$ cat config.mk
export PLATFORM = sky130hd
export DESIGN_NAME = bcd_upcounter_chain
export DESIGN_NICKNAME = d
export VERILOG_FILES = /design/src/rtl/bcd_upcounter_chain_pkg.sv /design/src/rtl/bcd_upcounter_chain_digit.sv /design/src/rtl/bcd_upcounter_chain.sv
export SDC_FILE = /design/constraint.sdc
export NUM_CORES = 1
export LEC_CHECK = 0
export ABC_AREA = 1
export BUFFER_PORTS_ARGS = -buffer_cell sky130_fd_sc_hd__buf_2
export CAP_MARGIN = 20
export CORE_ASPECT_RATIO = 0.7
export CORE_MARGIN = 4
export CORE_UTILIZATION = 27
export CTS_BUF_LIST = sky130_fd_sc_hd__clkbuf_4
export DETAILED_ROUTE_END_ITERATION = 8
export MAX_ROUTING_LAYER = met4
export PLACE_DENSITY = 0.47
export SETUP_SLACK_MARGIN = 0.4
export SKIP_LAST_GASP = 1
export SLEW_MARGIN = 20
export SYNTH_ARGS = -nofsm -noshare
export SYNTH_HDL_FRONTEND = slang
export SYNTH_HIERARCHICAL = 1
export SYNTH_SLANG_ARGS = --single-unit
$ cat constraint.sdc
create_clock -name clk -period 2.95 [get_ports clk]
set_input_delay 0.59 -clock clk [delete_from_list [all_inputs] [get_ports clk]]
set_output_delay 0.59 -clock clk [all_outputs]
set_load 0.05 [all_outputs]
$ cat src/rtl/bcd_upcounter_chain_pkg.sv
// Shared constants for the cascaded BCD up-counter.
// State encodings, digit width and default mm:ss limits.
package bcd_upcounter_chain_pkg;

  localparam int BCD_W = 4;
  localparam logic [BCD_W-1:0] BCD_ZERO = '0;

  localparam logic [BCD_W-1:0] DEF_LIMIT0 = 4'd9;
  localparam logic [BCD_W-1:0] DEF_LIMIT1 = 4'd5;
  localparam logic [BCD_W-1:0] DEF_LIMIT2 = 4'd9;
  localparam logic [BCD_W-1:0] DEF_LIMIT3 = 4'd5;

  typedef enum logic [1:0] {
    ST_IDLE  = 2'd0,
    ST_RUN   = 2'd1,
    ST_PAUSE = 2'd2,
    ST_DONE  = 2'd3
  } state_t;

endpackage

$ cat src/rtl/bcd_upcounter_chain_digit.sv
// One BCD digit of the up-counter chain.
// Out-of-range loads saturate to the digit limit.
module bcd_up_digit
  import bcd_upcounter_chain_pkg::*;
(
  input  logic             clk,
  input  logic             rst,
  input  logic             inc,
  input  logic             clr,
  input  logic             ld,
  input  logic [BCD_W-1:0] ld_val,
  input  logic [BCD_W-1:0] limit,
  output logic [BCD_W-1:0] value,
  output logic             at_limit
);

  logic [BCD_W-1:0] ld_sat;

  assign at_limit = (value == limit);
  assign ld_sat   = (ld_val > limit) ? limit : ld_val;

  always_ff @(posedge clk or posedge rst) begin
    if (rst) begin
      value <= BCD_ZERO;
    end else if (clr) begin
      value <= BCD_ZERO;
    end else if (ld) begin
      value <= ld_sat;
    end else if (inc) begin
      value <= at_limit ? BCD_ZERO : value + 4'd1;
    end
  end

endmodule

$ cat src/rtl/bcd_upcounter_chain.sv
// Four-digit cascaded BCD up-counter with run/pause/done control.
// Default limits give a 00:00..59:59 stopwatch.
module bcd_upcounter_chain
  import bcd_upcounter_chain_pkg::*;
#(
  parameter logic [BCD_W-1:0] LIMIT0      = DEF_LIMIT0,
  parameter logic [BCD_W-1:0] LIMIT1      = DEF_LIMIT1,
  parameter logic [BCD_W-1:0] LIMIT2      = DEF_LIMIT2,
  parameter logic [BCD_W-1:0] LIMIT3      = DEF_LIMIT3,
  parameter bit               STOP_AT_MAX = 1'b1
) (
  input  logic        clk,
  input  logic        rst,
  input  logic        tick,
  input  logic        start,
  input  logic        pause,
  input  logic        clear,
  input  logic        load,
  input  logic [15:0] load_value,
  output logic [15:0] value,
  output logic        carry,
  output logic        running,
  output logic        done
);

  localparam logic [15:0] LIMITS = {LIMIT3, LIMIT2, LIMIT1, LIMIT0};

  state_t     state;
  state_t     state_nx;
  logic [3:0] at_lim;
  logic [3:0] inc;
  logic       count_en;
  logic       full;
  logic       hold;
  logic       load_ok;
  logic       ld;
  logic       wrap;

  assign count_en = (state == ST_RUN) && tick;
  assign full     = &at_lim;
  assign hold     = full && STOP_AT_MAX;
  assign load_ok  = load && (state != ST_RUN);
  assign ld       = load_ok && !clear;
  assign wrap     = count_en && full && !STOP_AT_MAX && !clear;

  // Ripple enable: digit i steps when all lower digits sit at their limit.
  always_comb begin
    logic chain;
    inc   = '0;
    chain = count_en && !hold;
    for (int i = 0; i < 4; i++) begin
      inc[i] = chain;
      chain  = chain && at_lim[i];
    end
  end

  for (genvar g = 0; g < 4; g++) begin : g_digit
    bcd_up_digit u_digit (
      .clk      (clk),
      .rst      (rst),
      .inc      (inc[g]),
      .clr      (clear),
      .ld       (ld),
      .ld_val   (load_value[4*g +: 4]),
      .limit    (LIMITS[4*g +: 4]),
      .value    (value[4*g +: 4]),
      .at_limit (at_lim[g])
    );
  end

  always_ff @(posedge clk or posedge rst) begin
    if (rst) begin
      state <= ST_IDLE;
      carry <= 1'b0;
    end else begin
      state <= state_nx;
      carry <= wrap;
    end
  end

  // A terminal tick outranks a coincident pause.
  always_comb begin
    state_nx = state;
    if (clear) begin
      state_nx = ST_IDLE;
    end else if (load_ok) begin
      state_nx = ST_PAUSE;
    end else begin
      unique case (state)
        ST_IDLE, ST_PAUSE: begin
          if (start && !pause) state_nx = ST_RUN;
        end
        ST_RUN: begin
          if (count_en && hold) state_nx = ST_DONE;
          else if (pause)       state_nx = ST_PAUSE;
        end
        ST_DONE: state_nx = ST_DONE;
      endcase
    end
  end

  always_comb begin
    running = 1'b0;
    done    = 1'b0;
    unique case (state)
      ST_RUN:  running = 1'b1;
      ST_DONE: done    = 1'b1;
      default: ;
    endcase
  end

endmodule

==> metrics, run 1 <==
I/O pins=42; Worst path slowest cell=dfrtp_1; first-pass GRT wire length=a little under 9000 µm; # H-tree levels=1; Reg-to-Reg Start=g_digit[2].u_digit/value[2]; CTS tree=yes; Hold WS=0.1938 ns; largest net degree at the start of global routing=29; Crit path top cell by count=nand2_1; global placement routability congestion=0.7708; run status=finished, final reports clean; Port Buffer Count=40; commonest non-fill, non-tap cell in the layout=nand2_1; biggest area consumer among synthesized cells=dfrtp_1; Final min period=around 2.1 ns; fin crit share=70.83%; Initial DRC Count=88; Seq/Total Area, Yosys=20.52%; WL met3=200 µm; post-detail-place hpwl=4191 µm; fin nets=around 480; via count=2187; antenna cells=0; Cell Chain, Critical Path=xor2_1 -> nor2_1 -> nand2_4 -> inv_1 -> nand2_1 -> nor2_2 -> nor3_4 -> and2_1 -> nor3_1 -> nand2_1 -> nand2_1; Top Layer Used=met3; post-CTS sizing=0; RSZ-0062 raised after global routing=no; Max clock buf depth=2; drt via density=between 4 and 5; Setup Total Neg Slack=0 ns; max frequency=0.4786 GHz; Root Driver=clkbuf_4; Worst Path Required=around 3.2 ns; post-DR wirelength/cell=9.169 µm; count of final setup violators=0; Max stage delay on crit path=roughly 0.46 ns; Synth area leaders=dfrtp_1, nand2_1, nand3_1; overall power=between 0.7 and 0.8 mW; DR WL met2=1891 µm; Critical path buffers and inverters=1; worst slew pin tran=around 0.52 ns; clock buffer count from CTS=3; CTS clock-pin slew for the worst setup and hold paths=0.10 ns; worst skew pair latency=0.29 ns; wl on met1=between 2000 and 3000 µm; share of cells above drive strength 1=approximately 13%; Syn Inst Count=359; Die Span Y=83.43 µm; Antenna Nets Post-Route=0; Worst path depth=11; Hold Fails Final Rpt=0; XOR/XNOR Fraction of Synth Area=9.578%; Pins Over Slew Limit=0; Rows=27; max_slew headroom=65.37%; Max rail drop VDD=0.0001285 V; type of the most critical hold path=input pin to async pin; largest family of logic cells by synthesized area=simple AND/OR/NAND/NOR gates; total core area=roughly 0.0079 mm²; Post-Syn Area=between 0.002 and 0.0025 mm²; Total GRT Usage=10.80%; Worst Setup Start Kind=register; drt first pass iters=4; fraction of the mapped netlist area in adder cells=11.40%; WS Path Type=register to register; Leak=around 1.8 nW; Setup Buffers After CTS=0; Reg2Reg Depth=11; post-synthesis average cell area=between 6 and 7 µm²; Placed Area=0.002645 mm²; r2r endpoint=g_digit[1].u_digit/value[0]; simple-gate share of the synthesized area=a little over two fifths; Clock Skews=0.001935 ns; Top delay family on crit path=simple AND/OR/NAND/NOR gates; Routed WL=around 4900 µm; Die Area=0.009657 mm²; CP arrival=~2.3 ns; flop2flop setup slack=approximately 0.86 ns; initial antenna violation count=0; hold buffers post-CTS=0; total gr overflow=0; mux cell area share after synthesis=0%; compound-gate portion of the synthesized area=under 10%; Yosys cell types=20; fin area=0.002668 mm²; CP endpoint kind=register; initial core utilization=27.88%; final non-filler cell total=537; CTS sink count=18; dpl cells=534; yosys synthesis warning count=6; critical-path maximum fanout=5; DRC=0; register bit total from synthesis=18; max cap viols=0; share of the synthesized area in the top cell type=20.52%; pwr dens=roughly 270 mW/mm²; vias in the first global route=1962; Area growth, synth to finish=21.55%; commonest cells after routing, fill and taps aside=nand2_1, inv_1, nand3_1, buf_2, conb_1; die outline width=between 100 and 150 µm
kinds of logic (layout without fill, tap and decap cells):
family,count (synthesis),in the layout
buffers and inverters,79,121
AO/OA/AOI/OAI,5,5
adder cells (fa/ha/maj),20,20
XOR/XNOR,24,24
AND/OR/NAND/NOR,211,211
flip-flops,18,18
other,2,37
synthesized netlist by cell type:
cell      count
buf_4         1
and2_1        1
nand2_4       4
and3_2        1
inv_1        78
nor2_1       16
conb_1        2
and2_4        4
nand3b_1      1
a21oi_1       5
dfrtp_1      18
nand2_1     117
xor2_1       12
ha_1         20
nand2_2       2
nand3_1      59
nor2_2        1
nor3_4        1
nor3_1        4
xnor2_1      12
where the power goes:
part | internal, mW | switching, mW | total (mW)
clock | 0.0475 | 0.0724 | 0.120
sequential | 0.259 | 0.0215 | 0.281
combinational | 0.112 | 0.204 | 0.316
metrics by stage:
stage / setup WS [ns] / utilization [%]
final: 0.8605 / 33.89
after global routing: 0.5668 / 33.89
after CTS: 0.8503 / 33.89
after detailed placement: 0.8813 / 33.60
after global placement: 0.9069 / 33.60
after floorplan: 0.8753 / -
how the worst max path moves through the flow:
stage	from	end	slack (ns)
6_report	g_digit[2].u_digit/value[2]	g_digit[1].u_digit/value[0]	0.86
4_1_cts	g_digit[0].u_digit/value[2]	g_digit[1].u_digit/value[0]	0.85
2_1_floorplan	g_digit[0].u_digit/value[3]	g_digit[1].u_digit/value[0]	0.88
3_3_place_gp	g_digit[0].u_digit/value[2]	g_digit[1].u_digit/value[2]	0.91
3_5_place_dp	g_digit[0].u_digit/value[2]	g_digit[1].u_digit/value[0]	0.88
5_1_grt	g_digit[0].u_digit/value[2]	g_digit[1].u_digit/value[1]	0.57
metal layers:
metal  vias to the layer above  global-route usage [%]
li1                       1217                       -
met1                       934                   16.91
met2                        36                   14.92
met3                         0                   2.185
met4                         0                  0.3161
met5                         -                       -
state kept, by name, summed over array words and instances, names as in the netlist:
signal and flops:
g_digit.u_digit/value 16, state 2
final cells by class:
| type | instances | area (µm²) |
|---|---|---|
| Tap cell | 101 | 126.4 |
| Sequential cell | 18 | 450.4 |
| Timing Repair Buffer | 40 | 200.2 |
| Fill cell | 887 | 5204 |
| Multi-Input combinational cell | 297 | 1575 |
| Clock buffer | 3 | 22.52 |
| Inverter | 78 | 292.8 |
No activity file was read; power rests on OpenSTA's default activity.
==> run 2: changes to the inputs <==
==> constraint.sdc (replaced) <==
create_clock -name clk -period 2.1 [get_ports clk]
set_input_delay 0.42 -clock clk [delete_from_list [all_inputs] [get_ports clk]]
set_output_delay 0.42 -clock clk [all_outputs]
set_load 0.05 [all_outputs]
==> metrics, run 2 (synthesis gave the netlist of run 1 again) <==
Die Area=0.009657 mm² (unchanged); type of the most critical hold path=input pin to async pin; commonest non-fill, non-tap cell in the layout=nand2_1; Setup WS post-layout=0.3528 ns (-0.5077 ns); fin nets=507 (+5.4%); max reg flops=16 (unchanged); WS Path Type=register to register; pwr dens=365.7 mW/mm² (+36%); global placement routability congestion=0.8560 (+11%); die outline width=115.8 µm (unchanged); Multi-input gate area=0.001683 mm² (+6.8%); first-pass GRT wire length=9577 µm (+9.6%); CTS sink count=18 (unchanged); RSZ-0062 raised after global routing=yes; pre-CTS setup slack=0.1193 ns (-0.7620 ns); CTS clock-pin slew for the worst setup and hold paths=0.12 ns (+0.02 ns); count of final setup violators=0 (unchanged); CP arrival=1.98 ns (-0.34 ns); post-detail-place hpwl=4355 µm (+3.9%); CTS tree=yes; Max rail drop VDD=0.0001670 V (+30%); Area growth, synth to finish=36.94%; Antenna Nets Post-Route=0 (unchanged); Rows=27 (unchanged); max cap viols=0 (unchanged); post-DR wirelength/cell=9.926 µm (+8.2%); Worst Path Required=2.34 ns (-0.84 ns); antenna cells=0 (unchanged); clock buffer count from CTS=3 (unchanged); initial core utilization=27.88% (unchanged); Leak=1.941 nW (+7.2%); I/O pins=42 (unchanged); Max clock buf depth=2 (unchanged); CP endpoint kind=register; Reg with most FFs=g_digit.u_digit/value; fin crit share=83.20% (+12 points); critical-path maximum fanout=4 (-1); total core area=0.007871 mm² (unchanged); Reg2Reg Depth=13 (+2); Final min period=1.747 ns (-0.3423 ns); Routed WL=5598 µm (+14%); area taken by flip-flops and latches=470.5 µm² (+4.4%); Worst Setup Start Kind=register; Initial DRC Count=68 (-23%); Final Core Density=38.18% (+4.3 points); Root Driver=clkbuf_4; worst skew pair latency=0.30 ns (about the same); vias in the first global route=2101 (+7.1%); hold buffers post-CTS=0 (unchanged); max frequency=0.5723 GHz (+20%); Pins Over Slew Limit=0 (unchanged); commonest cells after routing, fill and taps aside=nand2_1, inv_1, nand3_1, buf_2, conb_1; DRC=0 (unchanged); initial antenna violation count=0 (unchanged); Setup Total Neg Slack=0 ns (unchanged); Port Buffer Count=40 (unchanged); # H-tree levels=1 (unchanged); Largest regs=g_digit.u_digit/value (16), state (2); Total GRT Usage=12.12% (+1.3 points); via count=2279 (+4.2%); Hold Fails Final Rpt=0 (unchanged); largest net degree at the start of global routing=29 (unchanged); drt via density=4.041 (-0.78%); total gr overflow=0 (unchanged); share of cells above drive strength 1=26.35% (+14 points); drt first pass iters=4 (unchanged); FILL cells=900 (+1.5%); Die Span Y=83.43 µm (unchanged); run status=finished, final reports clean; Clock Skews=0.01204 ns (+0.01011 ns)
run 2: cell type report:
cell class | count | area share (%)
Multi-Input combinational cell | 297 | 55.99
Inverter | 78 | 9.908
Timing Repair Buffer | 66 | 13.36
Clock inverter | 1 | 0.1249
Clock buffer | 3 | 0.7494
Sequential cell | 18 | 15.65
Tap cell | 101 | 4.205
run 2: per-stage QoR:
stage | cells | total power [mW] | hold slack, ns | cell area [µm²]
final | 564 | 1.099 | 0.02276 | 3005
after global routing | 564 | 1.200 | 0.009454 | 3005
after CTS | 557 | 1.096 | 0.006137 | 2927
after detailed placement | 539 | 0.8728 | 0.3383 | 2736
after global placement | 539 | 0.8702 | 0.3352 | 2736
after floorplan | 394 | 0.7533 | 0.1612 | 2380
run 2: per-layer routing:
| metal | up-vias | wire length [µm] | global-route usage [%] | part of all wire, % |
|---|---|---|---|---|
| met3 | 2 | 225 | 2.258 | 4.0 |
| met4 | 0 | 6 | 0.6322 | 0.11 |
| met2 | 32 | 2260 | 17.38 | 40 |
| met1 | 980 | 3106 | 18.45 | 55 |
| li1 | 1265 | - | - | - |
| met5 | - | 0 | - | 0 |
run 2: worst max-delay path, cell delays in order (launching register included):
cell	delay, ns
dfrtp_2	0.43
xnor2_1	0.12
and2_4	0.16
nand2_4	0.07
inv_4	0.04
nand2_4	0.06
nor2_4	0.05
nor3_4	0.18
nand3b_1	0.12
inv_2	0.10
nor2_2	0.05
nor2_4	0.16
nand2_1	0.07
nand2_1	0.07
run 2: report_power, final:
| part | leakage (nW) | total (mW) | switching (mW) | internal, mW |
|---|---|---|---|---|
| Sequential | 0.221 | 0.387 | 0.0202 | 0.367 |
| Combinational | 1.70 | 0.525 | 0.327 | 0.199 |
| Clock | 0.0154 | 0.186 | 0.117 | 0.0693 |
| Total | 1.94 | 1.10 | 0.464 | 0.635 |
run 2: timing repair:
action                     CTS  global route
resized for setup           23             6
hold endpoints to repair     0             0
pin swaps                   27             3
cloned                       0             0
setup endpoints to repair   18            17
buffers inserted            14             7
run 2: worst paths after layout:
path,startpoint,to,slack (ns)
max,g_digit[0].u_digit/value[0],g_digit[3].u_digit/value[2],0.35
min,rst,state[1],0.02
max reg2reg,g_digit[0].u_digit/value[0],g_digit[3].u_digit/value[2],0.35
min reg2reg,state[1],state[1],0.53
max in group asynchronous,rst,g_digit[2].u_digit/value[3],1.86
min in group clk,load,state[0],0.45
